<file path="src/rtl/fpu_issue_sched_pkg.sv">
// rtl/fpu_issue_sched_pkg.sv - shared FPU op/class types and op classifier for the issue scheduler
package fpu_issue_sched_pkg;

  // 18 one-hot op bits followed by the 2-bit conversion sub-op
  typedef struct packed {
    logic       fmadd;
    logic       fmsub;
    logic       fnmadd;
    logic       fnmsub;
    logic       fadd;
    logic       fsub;
    logic       fmul;
    logic       fdiv;
    logic       fsqrt;
    logic       fsgnj;
    logic       fmin;
    logic       fmax;
    logic       fcmp;
    logic       fclass;
    logic       fmv;
    logic       fcvt_f2i;
    logic       fcvt_i2f;
    logic       fcvt_f2f;
    logic [1:0] fcvt_op;
  } fpu_operation_type;

  typedef enum logic [1:0] {FPU_CLS_MISC, FPU_CLS_PIPE, FPU_CLS_ITER} fpu_issue_class_e;

  localparam int FPU_TAG_W = 5;

  typedef struct packed {
    logic                 valid;
    logic [FPU_TAG_W-1:0] tag;
  } fpu_sched_slot_type;

  typedef struct packed {
    fpu_issue_class_e cls;
    logic             illegal;
  } fpu_op_class_t;

  function automatic fpu_op_class_t fpu_op_class(input fpu_operation_type op);
    logic [17:0]   bits;
    fpu_op_class_t r;
    bits      = op[19:2];
    r.illegal = (bits == '0) || ((bits & (bits - 18'd1)) != '0);
    if (r.illegal)
      r.cls = FPU_CLS_MISC;
    else if (op.fmadd | op.fmsub | op.fnmadd | op.fnmsub | op.fadd | op.fsub |
             op.fmul | op.fcvt_f2f | op.fcvt_i2f)
      r.cls = FPU_CLS_PIPE;
    else if (op.fdiv | op.fsqrt)
      r.cls = FPU_CLS_ITER;
    else
      r.cls = FPU_CLS_MISC;
    return r;
  endfunction

endpackage

</file>
<file path="src/rtl/fpu_issue_sched_tag_delay.sv">
// rtl/fpu_issue_sched_tag_delay.sv - flushable valid+tag shift register tracking ops in the fixed-latency pipe
module fpu_tag_delay #(
  parameter int LAT_PIPE = 4,
  parameter int TAG_W    = 5
) (
  input  logic             clk,
  input  logic             rst_n,
  input  logic             flush,
  input  logic             in_valid,
  input  logic [TAG_W-1:0] in_tag,
  output logic             tail_valid,
  output logic [TAG_W-1:0] tail_tag,
  output logic             any_valid
);

  logic [LAT_PIPE-1:0] vld;
  logic [TAG_W-1:0]    tag [LAT_PIPE];

  for (genvar i = 0; i < LAT_PIPE; i++) begin : g_stage
    if (i == 0) begin : g_head
      always_ff @(posedge clk or negedge rst_n) begin
        if (!rst_n) begin
          vld[0] <= 1'b0;
          tag[0] <= '0;
        end else begin
          vld[0] <= in_valid & ~flush;
          tag[0] <= in_tag;
        end
      end
    end else begin : g_body
      always_ff @(posedge clk or negedge rst_n) begin
        if (!rst_n) begin
          vld[i] <= 1'b0;
          tag[i] <= '0;
        end else begin
          vld[i] <= vld[i-1] & ~flush;
          tag[i] <= tag[i-1];
        end
      end
    end
  end

  assign tail_valid = vld[LAT_PIPE-1];
  assign tail_tag   = tag[LAT_PIPE-1];
  assign any_valid  = |vld;

endmodule

</file>
<file path="src/rtl/fpu_issue_sched.sv">
// rtl/fpu_issue_sched.sv - in-order FP op issue/retire scheduler with a single registered writeback port
module fpu_issue_sched
  import fpu_issue_sched_pkg::*;
#(
  parameter int LAT_PIPE = 4,
  parameter int TAG_W    = 5
) (
  input  logic             clk,
  input  logic             rst_n,
  input  logic             req_valid,
  output logic             req_ready,
  input  logic [19:0]      req_op,
  input  logic [TAG_W-1:0] req_tag,
  input  logic             flush,
  output logic             misc_valid,
  input  logic [63:0]      misc_result,
  input  logic [4:0]       misc_flags,
  output logic             pipe_valid,
  input  logic             pipe_ready,
  input  logic [63:0]      pipe_result,
  input  logic [4:0]       pipe_flags,
  output logic             iter_valid,
  output logic             iter_kill,
  input  logic             iter_ready,
  input  logic [63:0]      iter_result,
  input  logic [4:0]       iter_flags,
  output logic             res_valid,
  output logic [TAG_W-1:0] res_tag,
  output logic [63:0]      res_result,
  output logic [4:0]       res_flags,
  output logic             res_illegal,
  output logic             busy,
  output logic             err_proto
);

  typedef enum logic {ITER_IDLE, ITER_BUSY} iter_state_e;

  iter_state_e      iter_state;
  logic [TAG_W-1:0] iter_tag;
  logic             iter_wb;
  logic             run;
  fpu_op_class_t    dec;
  logic             iter_busy, accept;
  logic             misc_cap, pipe_cap, iter_cap;
  logic             tail_valid, pipe_inflight;
  logic [TAG_W-1:0] tail_tag;
  logic             unused_fcvt_op;

  assign dec            = fpu_op_class(fpu_operation_type'(req_op));
  assign unused_fcvt_op = ^req_op[1:0];

  // iter_wb keeps issue closed through the ITER writeback cycle
  assign iter_busy = (iter_state == ITER_BUSY) | iter_wb;
  assign req_ready = run & ~flush & ~iter_busy &
                     ((dec.cls == FPU_CLS_PIPE) | ~pipe_inflight);
  assign accept    = req_valid & req_ready;

  assign misc_cap   = accept & (dec.cls == FPU_CLS_MISC);
  assign misc_valid = misc_cap & ~dec.illegal;
  assign pipe_valid = accept & (dec.cls == FPU_CLS_PIPE);
  assign iter_valid = accept & (dec.cls == FPU_CLS_ITER);
  assign iter_kill  = flush & (iter_state == ITER_BUSY);
  assign iter_cap   = ~flush & (iter_state == ITER_BUSY) & iter_ready;
  assign pipe_cap   = ~flush & tail_valid & pipe_ready;
  assign busy       = pipe_inflight | iter_busy | res_valid;

  fpu_tag_delay #(.LAT_PIPE(LAT_PIPE), .TAG_W(TAG_W)) u_tag_delay (
    .clk        (clk),
    .rst_n      (rst_n),
    .flush      (flush),
    .in_valid   (pipe_valid),
    .in_tag     (req_tag),
    .tail_valid (tail_valid),
    .tail_tag   (tail_tag),
    .any_valid  (pipe_inflight)
  );

  // run keeps every strobe and req_ready low while rst_n is held
  always_ff @(posedge clk or negedge rst_n) begin
    if (!rst_n) begin
      run       <= 1'b0;
      err_proto <= 1'b0;
    end else begin
      run <= 1'b1;
      if (pipe_ready != tail_valid)
        err_proto <= 1'b1;
    end
  end

  always_ff @(posedge clk or negedge rst_n) begin
    if (!rst_n) begin
      iter_state <= ITER_IDLE;
      iter_tag   <= '0;
      iter_wb    <= 1'b0;
    end else begin
      iter_wb <= iter_cap;
      case (iter_state)
        ITER_IDLE: begin
          if (iter_valid) begin
            iter_state <= ITER_BUSY;
            iter_tag   <= req_tag;
          end
        end
        ITER_BUSY: begin
          if (flush || iter_ready)
            iter_state <= ITER_IDLE;
        end
        default: iter_state <= ITER_IDLE;
      endcase
    end
  end

  // Sources never overlap; the priority order is only a safety net
  always_ff @(posedge clk or negedge rst_n) begin
    if (!rst_n) begin
      res_valid   <= 1'b0;
      res_tag     <= '0;
      res_result  <= '0;
      res_flags   <= '0;
      res_illegal <= 1'b0;
    end else begin
      res_valid <= iter_cap | pipe_cap | misc_cap;
      if (iter_cap) begin
        res_tag     <= iter_tag;
        res_result  <= iter_result;
        res_flags   <= iter_flags;
        res_illegal <= 1'b0;
      end else if (pipe_cap) begin
        res_tag     <= tail_tag;
        res_result  <= pipe_result;
        res_flags   <= pipe_flags;
        res_illegal <= 1'b0;
      end else if (misc_cap) begin
        res_tag     <= req_tag;
        res_result  <= dec.illegal ? 64'd0 : misc_result;
        res_flags   <= dec.illegal ? 5'd0 : misc_flags;
        res_illegal <= dec.illegal;
      end
    end
  end

endmodule
</file>
<file path="config.mk">
export PLATFORM = sky130hd
export DESIGN_NAME = fpu_issue_sched
export DESIGN_NICKNAME = d
export VERILOG_FILES = /design/src/rtl/fpu_issue_sched_pkg.sv /design/src/rtl/fpu_issue_sched_tag_delay.sv /design/src/rtl/fpu_issue_sched.sv
export SDC_FILE = /design/constraint.sdc
export NUM_CORES = 1
export LEC_CHECK = 0
export BUFFER_PORTS_ARGS = -buffer_cell sky130_fd_sc_hd__buf_2
export CORE_MARGIN = 10
export CORE_UTILIZATION = 48
export DETAILED_ROUTE_END_ITERATION = 8
export PLACE_DENSITY_LB_ADDON = 0.25
export SYNTH_ARGS = -nofsm -noshare
export SYNTH_HDL_FRONTEND = slang
export SYNTH_SLANG_ARGS = --single-unit
</file>
<file path="constraint.sdc">
create_clock -name clk -period 5.9 [get_ports clk]
set_input_delay 1.18 -clock clk [delete_from_list [all_inputs] [get_ports clk]]
set_output_delay 1.18 -clock clk [all_outputs]
set_load 0.01 [all_outputs]
</file>
Word level (Yosys, flattened, before mapping) --
Cells that the tools add are included.
Storage, ports and cells: register bits after elaboration 109, input port bits 238, output and inout port bits 83, logic and storage cells 88
Cells by class: $add $sub $neg 1, equal/unequal tests 3, multiplexer cells 20, bitwise operators 38, reductions and logical operators 8
Operators by type and width (count):
- two-way mux 64 bit | 4
- two-way mux 5 bit | 7
- AND 18 bit | 1
- logical NOT 18 bit | 1
- nonzero test 18 bit | 1
- subtractor 18 x 1 -> 18 bit (second input constant) | 1
- AND 1 bit | 17
- OR 1 bit | 15
- two-way mux 2 bit | 3
- two-way mux 1 bit | 5
- NOT 1 bit | 5
- OR reduction 4 bit | 1
- nonzero test 3 bit | 1
- equality test 2 x 1 -> 1 bit (second input constant) | 1
- equality test 2 bit (second input constant) | 1
- logical NOT 2 bit | 1
- logical OR 1 bit | 2
- one-hot mux 1 bit (2 select lines) | 1
- AND reduction 2 bit | 1
- != test 1 bit | 1

Logic depth before layout (Yosys ltp) --
Gate-level depths: netlist of the first run.
depth after elaboration 18, gate-level depth with buffers 10, mapped depth without buffers 7

Hierarchy --
Synthesis of the first run repeated with hierarchy kept, for this count alone.
Unflattened totals: cells, all modules 526, area total of the unflattened synthesis 5691.7 µm²
Modules (own cells, without submodules):
- fpu_issue_sched | instances 1, cells each 492, area each 5021.1 µm², seq. area each 2127.0 µm²
- fpu_tag_delay | instances 1, cells each 34, area each 670.6 µm², seq. area each 600.6 µm²

Worst setup path after synthesis of the first run --
No wires, ideal clock.
path type input to output, start input port req_op[6], end output port req_ready, data arrival time 3.560 ns, slack 1.160 ns, cell stages on the path 8, path buffers 1, cells stage by stage or4_1 -> or4_4 -> nor3_1 -> o2bb2ai_1 -> or4_4 -> buf_6 -> nand2b_1 -> a21boi_0
On the way: longest elaborated chain between the ends 8, elaborated cells between the ends (all ways) 9, those cells by class add/sub (1); eq/ne (1); mux (1); bitwise (3); reduce/logical (3)
Ends and longest elaborated chain:
- start, declared | RTL line fpu_issue_sched.sv:12 | input logic [19:0] req_op,
- subtractor 18 x 1 -> 18 bit | RTL line fpu_issue_sched_pkg.sv:45 | r.illegal = (bits == '0) || ((bits & (bits - 18'd1)) != '0);
- AND 18 bit | RTL line fpu_issue_sched_pkg.sv:45
- nonzero test 18 bit | RTL line fpu_issue_sched_pkg.sv:45
- logical OR 1 bit * | RTL line fpu_issue_sched_pkg.sv:45
- two-way mux 2 bit * | RTL line fpu_issue_sched_pkg.sv:46 | if (r.illegal)
- equality test 2 x 1 -> 1 bit * | RTL line fpu_issue_sched.sv:55 | ((dec.cls == FPU_CLS_PIPE) | ~pipe_inflight);
- OR 1 bit * | RTL line fpu_issue_sched.sv:55
- AND 1 bit * | RTL line fpu_issue_sched.sv:54 | assign req_ready = run & ~flush & ~iter_busy &
- end, declared | RTL line fpu_issue_sched.sv:11 | output logic req_ready,
Every way passes the cells marked *; elsewhere a longest branch is shown, timed or not.

Final worst setup path of the first run --
start input port req_op[6], end output port misc_valid
On the way: longest elaborated chain between the ends 11, elaborated cells between the ends (all ways) 14, those cells by class add/sub (1); eq/ne (1); mux (1); bitwise (7); reduce/logical (4)
Ends and longest elaborated chain:
- subtractor 18 x 1 -> 18 bit | RTL line fpu_issue_sched_pkg.sv:45
- AND 18 bit | RTL line fpu_issue_sched_pkg.sv:45
- nonzero test 18 bit | RTL line fpu_issue_sched_pkg.sv:45
- logical OR 1 bit * | RTL line fpu_issue_sched_pkg.sv:45
- two-way mux 2 bit | RTL line fpu_issue_sched_pkg.sv:46
- equality test 2 x 1 -> 1 bit | RTL line fpu_issue_sched.sv:55
- OR 1 bit | RTL line fpu_issue_sched.sv:55
- AND 1 bit | RTL line fpu_issue_sched.sv:54
- AND 1 bit | RTL line fpu_issue_sched.sv:56 | assign accept = req_valid & req_ready;
- AND 1 bit | RTL line fpu_issue_sched.sv:58 | assign misc_cap = accept & (dec.cls == FPU_CLS_MISC);
- AND 1 bit * | RTL line fpu_issue_sched.sv:59 | assign misc_valid = misc_cap & ~dec.illegal;
- end, declared | RTL line fpu_issue_sched.sv:15 | output logic misc_valid,
Marked as above.

==> metrics.cfg, run 1 <==
[status]
status = completed

[cells_and_area]
syn2layout_area_growth_pct = 34.10
drive_above_1_share_pct = 52.07
diodes = 0
nets = 1056
nFillCells = 933
final_cells = 965

[critical_path]
crit_path_top_delay_cell = or4_4
crit_required_ps = 4720
cp_slowest_stage_delay_ps = 570
arrival_ps = 3870
start_kind = primary input
r2r_end = res_result[27]$_DFFE_PN0P_
crit_chain = buf_2 > or4_1 > or4_4 > nor3_1 > o2bb2ai_1 > or4_4 > buf_4 > nor2_1 > buf_2
r2r-start = u_tag_delay.tail_valid$_DFF_PN0_
reg2reg_slack_ps = 2630
reg2reg_depth = 7
crit_type = primary input to output pin
cp_max_fo = 70
end_kind = output pin

[cts]
htree_levels = 3
cts_tree = built
post_cts_buffers = 0
cts-resized-gates = 0
cts_hold_buf = 0
clk_pin_slew_ps = 70
clockBufferDepth = 2
cts_root_buf = clkbuf_16
clk_latency_ps = 340
clock-sinks = 109
cts_inserted_buffers = 9

[global_route]
grt_pass1_wl_microns = 29500
antenna_found_initial = 0
grt_max_degree = 83
overflow = 0
grt_pass1_vias = 5792
track_usage_pct = 21.79

[synth]
yosysUniqueCellTypes = 35
synth_nets = 759
syn_area_per_cell_sq_um = 10.85
ys_warn_count = 0
synth_edf_count = 0
syn_area_sq_um = 5650
netlist_instances = 521
synth-async-reset-ratio_pct = 100.0
ys_seq_elements = 109
yosysSeqAreaShare_pct = 48.27
synth_flop_cell = dfrtp_1

[timing]
finalClockSkew_ps = 9.496
hold_viol = 0
slew_viol_final = 0
period_needed_ps = 5049
fmax_mhz = 198.1
fin_tns_setup_ps = 0
fin_crit_sh_pct = 85.58
rsz0062_at_grt = false
tightestPinTransition_ps = 845.3
timing.slew.headroom_pct = 43.65
setup_violations = 0

[route]
post_drt_via_cell_ratio = 5.450
num_vias = 5259
first_iter_violations = 281
first_pass_iters = 5
ant_nets = 0
drc = 0
wirelength_microns = 18910
wl_per_cell_microns = 19.60

[floorplan]
fp.dieH_microns = 128.5
core_area_sq_um = 11470
io_pins = 321
dieArea_sq_um = 16510
row_count = 39
die_w_microns = 128.5
initial_core_util_pct = 49.27

[place]
detailed_place_hpwl_microns = 14610
place_congestion = 0.8610
io_buffers = 318
dp.cells = 950

[min_path]
hold_depth = 0
min_to = u_tag_delay.tail_tag[4]$_DFF_PN0_
min_path_type = flop to flop
worstHoldStart = u_tag_delay.tag[9]$_DFF_PN0_

[power]
power_density_nw_per_um2 = 196.5
max-vdd-ir-drop_v = 0.0001456
leakagePower_nw = 4.099

[run]
maxCapViolCount = 0

[flip-flops by register name, indices dropped and copies added, names as in the netlist]
register / flops
iter_wb: 1
iter_tag: 5
res_result: 64
u_tag_delay.vld: 3
u_tag_delay.tag: 15
run: 1
u_tag_delay.tail_tag: 5
iter_state: 1
res_flags: 5
u_tag_delay.tail_valid: 1
err_proto: 1
res_tag: 5
res_valid: 1
res_illegal: 1
[worst max-delay path, delay by kind of cell]
family                 cells  cell delay, ps
AND/OR/NAND/NOR            5            1980
buffers and inverters      3             570
AO/OA/AOI/OAI              1             120
[synth_stat cells (all sizes together), types with 2 or more instances]
master  count  area, sq um
or4         6        52.55
nor3        5        25.02
o21ai      78        390.4
clkbuf     31        116.4
a21oi       4        20.02
mux2       79         1074
nor2       16        60.06
a21o        2        15.01
nand3       3        15.01
nand2      80        300.3
nand2b      3        18.77
dfrtp     109         2728
a211oi      2        15.01
or2         2        12.51
nor4b       2        32.53
buf         9        88.84
nor2b       3        18.77
a22oi      70        525.5
mux2i       5        50.05
[layer usage]
metal / part of all wire (%) / GRT usage [%] / up-vias
met5: 0 / 0 / -
met4: 1.6 / 6.483 / 0
met3: 9.2 / 6.858 / 21
met2: 51 / 39.61 / 248
met1: 38 / 23.73 / 2506
li1: - / - / 2484
[power breakdown]
group	switching (W)	leakage, nW	internal (W)
Clock	0.000255	0.135	0.000307
Combinational	0.0000753	2.51	0.0000850
Sequential	0.00000597	1.45	0.000761
[worst max-delay path by stage]
stage / endpoint / slack, ps / start
after floorplan: req_ready / 1160 / req_op[6]
after global placement: misc_valid / 930 / req_op[6]
after detailed placement: misc_valid / 860 / req_op[6]
after CTS: misc_valid / 850 / req_op[6]
after global routing: misc_valid / 650 / req_op[6]
final: misc_valid / 850 / req_op[6]
[metrics by stage]
stage	setup slack, ps	utilization (%)	area (sq um)	hold slack [ps]	power [W]
floorplan	1160	-	5650	331.2	0.0008293
detailed placement	855.5	63.66	7300	334.7	0.0009421
finish	850.8	66.08	7577	351.8	0.001489
global route	651.4	66.08	7577	363.4	0.001555
global placement	930.8	63.66	7300	334.7	0.0009358
CTS	845.2	66.08	7577	353.7	0.001503
[cell type report]
class	count	area, sq um	area share, %
Clock buffer	12	256.5	3.385
Sequential cell	109	2728	36.00
Clock inverter	3	21.27	0.2807
Multi-Input combinational cell	372	2739	36.15
Timing Repair Buffer	326	1654	21.83
Tap cell	143	178.9	2.361
[layout by cell type, fill, tap and decap left out, types with 2 or more instances in the layout]
cell type	count
a211oi_1	2
a21oi_1	4
a22oi_1	70
buf_2	317
buf_4	9
clkbuf_16	9
clkbuf_8	2
dfrtp_1	109
mux2_2	30
mux2_4	49
mux2i_1	5
nand2_1	80
nand2b_1	3
nand3_1	3
nor2_1	15
nor2b_1	3
nor3_1	4
o21ai_0	78
or2_2	2
or4_1	4
or4_4	2
[kinds of logic (layout without fill, tap and decap cells)]
kind of cell	count (synthesis)	count (layout)	share of synthesized area, %
AOI/OAI and AO/OA	160	160	17.74
and+or+nand+nor	126	126	10.23
DFF	109	109	48.27
buffers and inverters	40	341	3.632
muxes	84	84	19.88
adders and majority gates	1	1	0.1772
other	1	1	0.06637
No activity file was read; power rests on OpenSTA's default activity.
==> run 2, diff against run 1 <==
Settings changed: ABC_AREA from default to 1, CORE_UTILIZATION 48 to 49.
==> run 2 against run 1 <==
Routed wire length up 12%. Clock skew fell by 2.3 ps. Critical path type unchanged. Via count increased by 29%. Critical endpoint is now iter_valid.
==> metrics.cfg, run 2 <==
[status]
status = completed  ; unchanged

[timing]
finalClockSkew_ps = 7.219  ; was 9.496 ps
fin_crit_sh_pct = 74.95  ; was 85.58%
tightestPinTransition_ps = 834.5  ; was 845.3 ps
timing.slew.headroom_pct = 44.37  ; was 43.65%
setup_violations = 0  ; unchanged
rsz0062_at_grt = false  ; unchanged
hold_viol = 0  ; unchanged
fin_tns_setup_ps = 0  ; unchanged
period_needed_ps = 4422  ; was 5049 ps
slew_viol_final = 0  ; unchanged
fmax_mhz = 226.1  ; was 198.1 MHz
whs_ps = 343.6  ; was 351.8 ps

[synth]
synth_top_area_share_pct = 45.24  ; was 48.27%
synthTopCellsByCount = nand2_1, nand3_1, dfrtp_1, nor2_1, a31oi_1  ; was dfrtp_1, nand2_1, o21ai_0, a22oi_1, mux2_4
netlist_instances = 847  ; was 521
yosys-top-cells-area = dfrtp_1, nand2_1, nand3_1, a31oi_1, nor2_1  ; was dfrtp_1, mux2_4, a22oi_1, o21ai_0, mux2_2
syn_area_per_cell_sq_um = 7.119  ; was 10.85 sq um
synth_edf_count = 0  ; unchanged
ys_warn_count = 0  ; unchanged
syn_area_sq_um = 6030  ; was 5650 sq um
synth-async-reset-ratio_pct = 100.0  ; unchanged
ys_seq_elements = 109  ; unchanged
yosys.cell_count.top_type = nand2_1  ; was dfrtp_1
yosysUniqueCellTypes = 29  ; was 35
yosysSeqAreaShare_pct = 45.24  ; was 48.27%
synth_nets = 1085  ; was 759
yosys.area.top_type = dfrtp_1  ; unchanged
synth_flop_cell = dfrtp_1  ; unchanged

[cts]
cts_tree = built  ; unchanged
cts_root_buf = clkbuf_16  ; unchanged
cts-resized-gates = 0  ; unchanged
clockBufferDepth = 2  ; unchanged
clock-sinks = 109  ; unchanged
cts_hold_buf = 0  ; unchanged
cts_inserted_buffers = 9  ; unchanged
clk_pin_slew_ps = 70  ; about the same
post_cts_buffers = 0  ; unchanged
htree_levels = 3  ; unchanged
clk_latency_ps = 330  ; was 340 ps

[route]
ant_nets = 0  ; unchanged
first_pass_iters = 5  ; unchanged
num_vias = 6768  ; was 5259
wirelength_microns = 21270  ; was 18910 microns
post_drt_via_cell_ratio = 5.317  ; was 5.450
drc = 0  ; unchanged
wl_per_cell_microns = 16.71  ; was 19.60 microns
first_iter_violations = 537  ; was 281

[critical_path]
crit_chain = buf_2 > nor2_1 > nand2_1 > nor2_4 > nand2_1 > nand2_1 > nand2_1 > nor2_1 > nand3_1 > nor2_4 > nand2_2 > a21oi_2 > nand2_1 > nor3_1 > buf_2  ; was buf_2 > or4_1 > or4_4 > nor3_1 > o2bb2ai_1 > or4_4 > buf_4 > nor2_1 > buf_2
end_kind = output pin  ; unchanged
cp_slowest_stage_delay_ps = 350  ; was 570 ps
crit_path_top_delay_cell = a21oi_2  ; was or4_4
crit_required_ps = 4720  ; about the same
start_kind = primary input  ; unchanged
crit_type = primary input to output pin  ; unchanged
crit_buf_inv = 2  ; was 3
arrival_ps = 3240  ; was 3870 ps
critical_path.top_delay_family = simple AND/OR/NAND/NOR gates  ; unchanged
cp_max_fo = 8  ; was 70
crit_top_cell = nand2_1

[floorplan]
die_w_microns = 130.9  ; was 128.5 microns
row_count = 40  ; was 39
core_area_sq_um = 12010  ; was 11470 sq um
fp.dieH_microns = 130.9  ; was 128.5 microns
io_pins = 321  ; unchanged
initial_core_util_pct = 50.20  ; was 49.27%
dieArea_sq_um = 17140  ; was 16510 sq um

[cells_and_area]
nFillCells = 1121  ; was 933
drive_above_1_share_pct = 31.79  ; was 52.07%
layout_commonest_cell = buf_2  ; unchanged
multi_input_area_sq_um = 2933  ; was 2739 sq um
diodes = 0  ; unchanged
largest_reg_flops = 64  ; unchanged
syn2layout_area_growth_pct = 30.92  ; was 34.10%
reg_top3 = res_result: 64 flops, u_tag_delay.tag: 15 flops  ; unchanged
final_cell_mix = buf_2, nand2_1, nand3_1  ; was buf_2, dfrtp_1, nand2_1
regMostFlops = res_result  ; unchanged
seq_area_sq_um = 2728  ; unchanged
nets = 1359  ; was 1056

[power]
power_density_nw_per_um2 = 189.2  ; was 196.5 nW/um^2
max-vdd-ir-drop_v = 0.0001863  ; was 0.0001456 V
power_w = 0.001494  ; was 0.001489 W
leakagePower_nw = 4.404  ; was 4.099 nW

[global_route]
antenna_found_initial = 0  ; unchanged
grt_pass1_wl_microns = 32360  ; was 29500 microns
track_usage_pct = 23.26  ; was 21.79%
grt_pass1_vias = 6447  ; was 5792
overflow = 0  ; unchanged
grt_max_degree = 89  ; was 83

[min_path]
min_path_type = flop to flop  ; unchanged

[run]
maxCapViolCount = 0  ; unchanged

[place]
place_congestion = 0.8453  ; was 0.8610
detailed_place_hpwl_microns = 15900  ; was 14610 microns
io_buffers = 318  ; unchanged

[run 2: changes by cell type after synthesis, sizes merged, moves of 5 or more]
| cell | previous run | this run |
|---|---|---|
| a22oi | 70 | 0 |
| nand4 | 0 | 7 |
| o21ai | 78 | 7 |
| mux2i | 5 | 0 |
| nand3 | 3 | 154 |
| nor2 | 16 | 110 |
| a31oi | 0 | 74 |
| or4 | 6 | 0 |
| clkbuf | 31 | 43 |
| mux2 | 79 | 0 |
| buf | 9 | 21 |
| inv | 0 | 26 |
| nand2 | 80 | 280 |
[run 2: metrics by stage]
stage	area (sq um)	util (%)	setup slack, ps	cells
after floorplan	6030	-	1822	847
after global placement	7606	63.32	1379	1257
after detailed placement	7606	63.32	1370	1257
after CTS	7894	65.72	1478	1273
after global routing	7894	65.72	1205	1273
final	7894	65.72	1478	1273
[run 2: logic make-up after synthesis]
logic type	count (synthesis)	synth area share, %
buffers and inverters	90	6.391
AND/OR/NAND/NOR	559	39.22
XOR/XNOR	1	0.1453
other	1	0.06219
flip-flops	109	45.24
AO/OA/AOI/OAI	87	8.944
[run 2: final timing paths]
path / cells after the start / from / slack [ps] / to
setup / recovery: 15 / req_op[6] / 1480 / iter_valid
hold / removal: 0 / u_tag_delay.tag[6]$_DFF_PN0_ / 340 / u_tag_delay.tail_tag[1]$_DFF_PN0_
setup reg to reg: 9 / u_tag_delay.tail_valid$_DFF_PN0_ / 3220 / res_result[21]$_DFFE_PN0P_
hold reg to reg: 0 / u_tag_delay.tag[6]$_DFF_PN0_ / 340 / u_tag_delay.tail_tag[1]$_DFF_PN0_
max in group asynchronous: 2 / rst_n / 3880 / u_tag_delay.tail_valid$_DFF_PN0_
min in group asynchronous: 1 / rst_n / 930 / res_result[54]$_DFFE_PN0P_
[run 2: final cells by class]
cell class                      instances  area share, %
Clock inverter                          4         0.3963
Timing Repair Buffer                  327          21.05
Clock buffer                           12          3.249
Tap cell                              147          2.330
Multi-Input combinational cell        648          37.15
Sequential cell                       109          34.55
Inverter                               26          1.268
[run 2: layer usage]
metal | up-vias | wire, microns | track usage, %
li1 | 3372 | - | -
met1 | 3109 | 8674 | 29.20
met2 | 266 | 10400 | 39.16
met3 | 21 | 1922 | 6.446
met4 | 0 | 275 | 4.905
met5 | - | 0 | 0
[run 2: power breakdown]
part           internal (W)  total [W]  switching [W]
registers          0.000761   0.000767     0.00000550
logic             0.0000731   0.000156      0.0000827
clock network      0.000311   0.000571       0.000260
